## config.mk

```make
export PLATFORM = sky130hd
export DESIGN_NAME = spike_event_fifo
export DESIGN_NICKNAME = d
export VERILOG_FILES = /design/src/rtl/lif_pkg.sv /design/src/rtl/spike_sync_fifo.sv /design/src/rtl/spike_event_fifo.sv
export SDC_FILE = /design/constraint.sdc
export NUM_CORES = 1
export LEC_CHECK = 0
export ABC_AREA = 1
export ABC_CLOCK_PERIOD_IN_PS = 2000
export CORE_MARGIN = 2
export CORE_UTILIZATION = 54
export DETAILED_ROUTE_END_ITERATION = 10
export PLACE_DENSITY = 0.78
export SETUP_SLACK_MARGIN = 0.5
export SKIP_LAST_GASP = 1
export SYNTH_ARGS = -nofsm -noshare
export SYNTH_HDL_FRONTEND = slang
export SYNTH_SLANG_ARGS = --single-unit
export TNS_END_PERCENT = 20
```

## constraint.sdc

```tcl
create_clock -name clk -period 2 [get_ports clk]
set_input_delay 0.3 -clock clk [delete_from_list [all_inputs] [get_ports clk]]
set_output_delay 0.3 -clock clk [all_outputs]
set_load 0.02 [all_outputs]
```

## src/rtl/lif_pkg.sv

```systemverilog
// Shared types, widths and helpers for the LIF spike event path.
package lif_pkg;

  localparam int V_W      = 8;
  localparam int DROP_W   = 8;
  localparam int TS_W_DEF = 16;

  // One buffered spike: timestamp of the rising edge plus the membrane voltage snapshot.
  typedef struct packed {
    logic [TS_W_DEF-1:0] ts;
    logic [V_W-1:0]      v;
  } spike_event_t;

  // Saturating increment for the drop counter; holds at all-ones.
  function automatic logic [DROP_W-1:0] sat_inc(input logic [DROP_W-1:0] val);
    if (val == {DROP_W{1'b1}}) begin
      sat_inc = val;
    end else begin
      sat_inc = val + {{(DROP_W-1){1'b0}}, 1'b1};
    end
  endfunction

endpackage

```

## src/rtl/spike_sync_fifo.sv

```systemverilog
// Generic single-clock FIFO with occupancy count; head entry is always visible on dout.
module spike_sync_fifo
  import lif_pkg::*;
#(
  parameter int WIDTH = 24,
  parameter int DEPTH = 8
) (
  input  logic                     clk,
  input  logic                     rst,
  input  logic                     push,
  input  logic                     pop,
  input  logic [WIDTH-1:0]         din,
  output logic [WIDTH-1:0]         dout,
  output logic                     full,
  output logic                     empty,
  output logic [$clog2(DEPTH):0]   count
);

  localparam int AW = $clog2(DEPTH);
  localparam int CW = AW + 1;

  logic [WIDTH-1:0] mem_r [DEPTH];
  logic [AW-1:0]    wr_ptr_r;
  logic [AW-1:0]    rd_ptr_r;
  logic [CW-1:0]    count_r;
  logic             push_s;
  logic             pop_s;

  // Qualify requests: never pop when empty, only push into a full FIFO when a pop frees a slot.
  always_comb begin
    pop_s  = pop & ~empty;
    push_s = push & (~full | pop_s);
  end

  // Storage, wrapping pointers and occupancy update.
  always_ff @(posedge clk) begin
    if (rst) begin
      wr_ptr_r <= '0;
      rd_ptr_r <= '0;
      count_r  <= '0;
      for (int i = 0; i < DEPTH; i++) begin
        mem_r[i] <= '0;
      end
    end else begin
      if (push_s) begin
        mem_r[wr_ptr_r] <= din;
        wr_ptr_r        <= wr_ptr_r + AW'(1);
      end
      if (pop_s) begin
        rd_ptr_r <= rd_ptr_r + AW'(1);
      end
      case ({push_s, pop_s})
        2'b10:   count_r <= count_r + CW'(1);
        2'b01:   count_r <= count_r - CW'(1);
        default: count_r <= count_r;
      endcase
    end
  end

  assign dout  = mem_r[rd_ptr_r];
  assign full  = (count_r == CW'(DEPTH));
  assign empty = (count_r == '0);
  assign count = count_r;

endmodule

```

## src/rtl/spike_event_fifo.sv

```systemverilog
// Turns accepted axon rising edges into timestamped {ts, V} events and streams them out.
module spike_event_fifo
  import lif_pkg::*;
#(
  parameter int TS_W       = 16,
  parameter int DEPTH      = 8,
  parameter int REFRACTORY = 2
) (
  input  logic                   clk,
  input  logic                   rst,
  input  logic                   axon,
  input  logic [7:0]             V,
  input  logic                   ev_ready,
  output logic                   ev_valid,
  output logic [TS_W-1:0]        ev_ts,
  output logic [7:0]             ev_v,
  output logic [$clog2(DEPTH):0] fifo_count,
  output logic [7:0]             drop_cnt,
  output logic                   overflow
);

  localparam int RW = (REFRACTORY > 0) ? $clog2(REFRACTORY + 1) : 1;
  localparam int EW = TS_W + V_W;

  logic [TS_W-1:0]   ts_r;
  logic              axon_q_r;
  logic [RW-1:0]     refr_cnt_r;
  logic [DROP_W-1:0] drop_cnt_r;
  logic              overflow_r;

  logic              rise_s;
  logic              spike_ok_s;
  logic              pop_s;
  logic              push_s;
  logic              drop_s;
  logic              full_s;
  logic              empty_s;
  logic [EW-1:0]     head_s;

  // Edge detect, refractory gating and push/pop/drop decisions.
  always_comb begin
    rise_s     = axon & ~axon_q_r;
    spike_ok_s = rise_s & (refr_cnt_r == '0);
    pop_s      = ~empty_s & ev_ready;
    push_s     = spike_ok_s & (~full_s | pop_s);
    drop_s     = spike_ok_s & full_s & ~pop_s;
  end

  // Free-running timestamp and previous-cycle axon level.
  always_ff @(posedge clk) begin
    if (rst) begin
      ts_r     <= '0;
      axon_q_r <= 1'b0;
    end else begin
      ts_r     <= ts_r + TS_W'(1);
      axon_q_r <= axon;
    end
  end

  // Refractory hold-off: reload on acceptance, then count down to zero.
  always_ff @(posedge clk) begin
    if (rst) begin
      refr_cnt_r <= '0;
    end else if (spike_ok_s) begin
      refr_cnt_r <= RW'(REFRACTORY);
    end else if (refr_cnt_r != '0) begin
      refr_cnt_r <= refr_cnt_r - RW'(1);
    end else begin
      refr_cnt_r <= refr_cnt_r;
    end
  end

  // Drop accounting: saturating count plus sticky overflow flag.
  always_ff @(posedge clk) begin
    if (rst) begin
      drop_cnt_r <= '0;
      overflow_r <= 1'b0;
    end else if (drop_s) begin
      drop_cnt_r <= sat_inc(drop_cnt_r);
      overflow_r <= 1'b1;
    end else begin
      drop_cnt_r <= drop_cnt_r;
      overflow_r <= overflow_r;
    end
  end

  spike_sync_fifo #(
    .WIDTH (EW),
    .DEPTH (DEPTH)
  ) u_fifo (
    .clk   (clk),
    .rst   (rst),
    .push  (push_s),
    .pop   (pop_s),
    .din   ({ts_r, V}),
    .dout  (head_s),
    .full  (full_s),
    .empty (empty_s),
    .count (fifo_count)
  );

  assign ev_valid = ~empty_s;
  assign ev_ts    = head_s[EW-1:V_W];
  assign ev_v     = head_s[V_W-1:0];
  assign drop_cnt = drop_cnt_r;
  assign overflow = overflow_r;

endmodule

```

======== Word-level counts from Yosys, hierarchy flattened ========
Memory sizes are Yosys's and may differ from the RTL's. A register that Yosys moved wholly into a read port is not among the register bits.
Index checks and enable logic that the tools add are counted.
word-level totals
  flip-flop bits (word level) ............. 38
  memory bits (writable) .................. 192
  bits of input ports ..................... 12
  output and inout port bits .............. 38
  memories ................................ 1
memories
  name          depth  bits a word  rd ports  clocked after memory_dff  write ports  line                   source
  u_fifo.mem_r  8      24           1         1                         8            spike_sync_fifo.sv:22  logic [WIDTH-1:0] mem_r [DEPTH];
cells by class
  add/subtract/negate cells ............... 7
  equal/unequal tests ..................... 4
  muxes and demuxes ....................... 13
  bitwise operators ....................... 15
  reductions and logical operators ........ 8
operators by type and width
  kind                                              number
  two-way mux 24 bit                                1
  OR reduction 24 bit                               1
  adder 16 x 1 -> 16 bit, second input constant     1
  two-way mux 3 bit                                 3
  adder 8 x 1 -> 8 bit, second input constant       1
  AND 1 bit                                         8
  == test 8 bit, second input constant              1
  case mux 4 bit (2 select lines)                   1
  adder 3 x 1 -> 3 bit, second input constant       2
  two-way mux 1 bit                                 6
  nonzero test 2 bit                                3
  inverter 1 bit                                    5
  adder 4 x 1 -> 4 bit, second input constant       1
  == test 4 bit, second input constant              1
  logical NOT 4 bit                                 1
  two-way mux 2 bit                                 2
  subtractor 4 x 1 -> 4 bit, second input constant  1
  == test 2 x 1 -> 1 bit, second input constant     1
  == test 2 bit, second input constant              1
  logical NOT 2 bit                                 1
  bitwise OR 1 bit                                  2
  AND reduction 2 bit                               1
  OR reduction 2 bit                                1
  subtractor 2 x 1 -> 2 bit, second input constant  1

======== Logic depth before layout (Yosys ltp) ========
  depth after elaboration ................. 11
  gate-level depth with buffers ........... 14

======== Cells and area by module ========
From an unflattened synthesis, not the netlist that was laid out.
unflattened totals
  cell total of the unflattened synthesis .. 1035
  area total of the unflattened synthesis .. 10491.3 sq um
by module, submodules not included
  module            times used  cells an instance  area an instance (sq um)  sequential area each (sq um)
  spike_sync_fifo   1           827                9090.0                    6025.8
  spike_event_fifo  1           208                1401.3                    560.5

======== Worst setup path after synthesis ========
No wires, ideal clock.
  path type ............................... flip-flop to flip-flop
  start ................................... register u_fifo.count_r[0], in the netlist u_fifo.count[0]
  end ..................................... memory u_fifo.mem_r[0][0] (enable)
  library setup time ...................... 381 ps
  arrival time ............................ 1954 ps
  slack ................................... -335 ps
  cell stages (with the launch flop) ...... 8
  clock period less this slack ............ 2335 ps
  cell sequence ........................... dfxtp_1 nor2_1 nand4_1 nand2_2 nor3_4 nand2_2 buf_6 nand2_1
RTL lines
  element                 line                   source
  from (decl)             spike_sync_fifo.sv:25  logic [CW-1:0] count_r;
  from (signal assigned)  spike_sync_fifo.sv:53  2'b10: count_r <= count_r + CW'(1);
  from (signal assigned)  spike_sync_fifo.sv:54  2'b01: count_r <= count_r - CW'(1);
  from (signal assigned)  spike_sync_fifo.sv:55  default: count_r <= count_r;
  to (decl)               spike_sync_fifo.sv:22

==> results by group <==
Power
  • Leakage: 5.12 nW
  • VDD IR-drop max: roughly 0.80 mV
  • PwrDens: about 1100 mW/mm2
  • Final Total Pwr: 15.5 mW

Floorplanning
  • Rows: 50
  • Initial core utilization: 0.553
  • Ports: 50
  • Core Region: about 0.019 mm2
  • Die area: around 0.020 mm2
  • Die boundary height: ~140 um
  • Die Wd: roughly 140 um

STA
  • Min Tclk post-route: roughly 2.3 ns
  • Worst-Margin Slew: slightly above 0.5 ns
  • Slew margin rel.: 0.656
  • Final setup fails: 24
  • Unrepaired setup endpoints after global routing: yes
  • Peak Freq: between 400 and 500 MHz
  • Setup ws final: -0.279 ns
  • WHS: 0.320 ns
  • Final clock skew: ~0.011 ns
  • Fin crit share: 1.14
  • Final slew viol count: 0
  • Fin. Hold Viols: 0

Final layout
  • Diode count: 0
  • Seq. cell area: between 0.006 and 0.007 mm2
  • Area grow syn2layout: 31.7%
  • Filler Cell Count: between 1k and 1.5k
  • Layout cell share with drive strength beyond 1: 0.232
  • Fin nets: 1195
  • Area of the multi-input gates: ~0.0040 mm2

Detailed routing
  • DR pass1 iterations: 8
  • Iteration-0 DRC count of the detailed router: roughly 990
  • Post-route ant nets: 0
  • WL per Instance: ~23 um
  • DRT Wirelength: around 33000 um
  • Via count: 8955
  • Vias/cell: 6.28
  • # DRC: 0

Global routing
  • First-pass GRT wire length: around 44000 um
  • Largest net degree at the start of global routing: 39
  • Most Crowded Layer GR: met2
  • Antenna violations before repair: 0
  • Vias in the first global route: between 8k and 9k
  • Grt met2 use: 0.475
  • Routing usage on met1: 0.375
  • Routing usage on met3: 0.0439
  • Total global-route track usage: 0.282
  • Grt total ovfl: 0

Synthesis
  • Mapped Avg Cell Area: between 9 and 10 um2
  • Synth top area cells: edfxtp_1, nor2_1, dfxtp_1, o21ai_0, nand2_1
  • Top-count cell post-synth: nor2_1
  • Yosys top cell by area: edfxtp_1
  • Ys flop type: edfxtp_1
  • Async S/R FF share, synth: 0
  • Seq cells post-synth: ~230
  • Area share of the largest cell type after synthesis: 0.556
  • Yosys warns: 0
  • Mapped cell area: 0.0104 mm2
  • Post-synthesis cell count: 1060
  • Post-synth EDFFs: between 150 and 200
  • Most common library cells after synthesis: nor2_1, edfxtp_1, nand2_1, o21ai_0, inv_1
  • Synth unique cells: 30
  • Sequential fraction of the synthesis area: 0.635
  • Post-Syn Nets: 1079

Setup path
  • Family with the most delay on the worst path: buffers and inverters
  • Startpoint types: register
  • Reg2Reg Depth: 7
  • CP cell instances: buf_4 -> buf_12 -> buf_4 -> o21ai_0 -> o22ai_1 -> nand2_1 -> nand2_1 -> buf_6
  • Setup crit end: ev_ts[11]
  • WP data arrival: 1.98 ns
  • CP required: between 1.5 and 2 ns
  • CP Max Fanout: 13
  • Crit path depth: 8
  • R2R setup slack: about 0.11 ns
  • Crit path buf inv count: 4
  • Reg-to-Reg Start: u_fifo.count[2]
  • Worst path slowest cell: dfxtp_4
  • Crit Path Class: reg -> out
  • Worst path max stage delay: 0.42 ns
  • CP endpoint kind: output port
  • Worst R2R End: u_fifo.mem_r[1][13]

Place
  • PortBufs: 49
  • Post-DP HPWL: around 15000 um
  • Gpl congestion: between 0.9 and 1
  • Pre-CTS setup slack: -0.205 ns

Clock network
  • Number of clock sinks: ~230
  • Reg clk slew, reported paths: 0.06 ns
  • Clock Latency Late Sink: between 0.5 and 0.6 ns
  • H-tree Lvls: 1
  • Bufs on Longest Clock Path: 3
  • Hold_buf cts: 0
  • CTS tree: yes
  • Num CTS Buffers: 24
  • Root Buffer: clkbuf_16

Outcome
  • Status: complete, but fails checks
  • Failing checks: negative setup slack

Worst hold path
  • Hold crit path type: in -> reg
  • Hold_sp: axon

Run
  • Max_cap viols: 0
## metrics by stage
step,utilization,instance area [um2],TNS [ns],std cells
after floorplan,-,10600,0,1060
after detailed placement,0.614,11500,-35.66,1331
final,0.728,13700,-4.73,1427
after global placement,0.614,11500,-19.80,1331
after global routing,0.728,13700,-5.91,1427
after CTS,0.693,13000,-3.83,1399
## cell usage in the layout (no fill, tap or decap), types with 12 or more instances in the layout
master           Yosys  routed
nor2_1             322     281
edfxtp_1           192     192
nand2_1            140     123
o21ai_0            108      66
buf_4                1      48
inv_1               47      42
o21ai_1              5      42
nor2_4               1      35
clkbuf_16            0      29
buf_6                8      29
dfxtp_1             41      28
a21oi_1             27      26
o22ai_1             25      24
buf_12               0      20
mux2i_1             24      19
nand3_1             16      14
clkdlybuf4s50_1      0      12
## what timing repair did
action / in CTS / in global routing
pin swaps: 14 / 29
setup buffers: 14 / 18
resized for setup: 246 / 125
setup endpoints to repair: 435 / 434
cloned: 11 / 10
## worst min-delay path, stage by stage
cell	delay [ns]
clkdlybuf4s50_1	0.41
inv_1	0.06
nor2_1	0.03
## worst min path at each step
stage / endpoint / slack (ns) / cells past startpoint
3_5_place_dp: refr_cnt_r[0] / 0.40 / 1
6_report: axon_q_r / 0.32 / 3
4_1_cts: axon_q_r / 0.32 / 3
3_3_place_gp: refr_cnt_r[0] / 0.40 / 1
5_1_grt: axon_q_r / 0.34 / 3
2_1_floorplan: refr_cnt_r[0] / 0.39 / 1
## cell type report
type	instances	area share
Sequential cell	233	0.484
Multi-Input combinational cell	719	0.290
Timing Repair Buffer	140	0.128
Clock buffer	37	0.0544
Tap cell	234	0.0214
Inverter	58	0.0168
Clock inverter	6	0.00586
## routing by layer
metal | wire [um] | vias to the layer above
li1 | - | 3822
met1 | 11100 | 4260
met2 | 15700 | 706
met3 | 3880 | 167
met4 | 1900 | 0
met5 | 0 | -
## power breakdown
part | switching (mW) | internal, mW | total [mW]
Sequential | 0.198 | 5.52 | 5.72
Clock | 1.92 | 2.81 | 4.73
Combinational | 2.83 | 2.20 | 5.03
## kinds of logic after synthesis
family	after synthesis	share of synthesized area
XOR/XNOR	8	0.00675
flip-flops	233	0.635
buffers and inverters	115	0.0494
adder cells (fa/ha/maj)	7	0.00844
multiplexers	24	0.0232
AND/OR/NAND/NOR	508	0.195
AO/OA/AOI/OAI	165	0.0826
## registers in the layout (all words and copies together) (netlist names), named ones only
signal / cells
axon_q_r: 1
drop_cnt: 8
overflow: 1
refr_cnt_r: 2
ts_r: 16
u_fifo.count: 4
u_fifo.mem_r: 192
u_fifo.rd_ptr_r: 3
u_fifo.wr_ptr_r: 3
No activity file was read; power rests on OpenSTA's default activity.
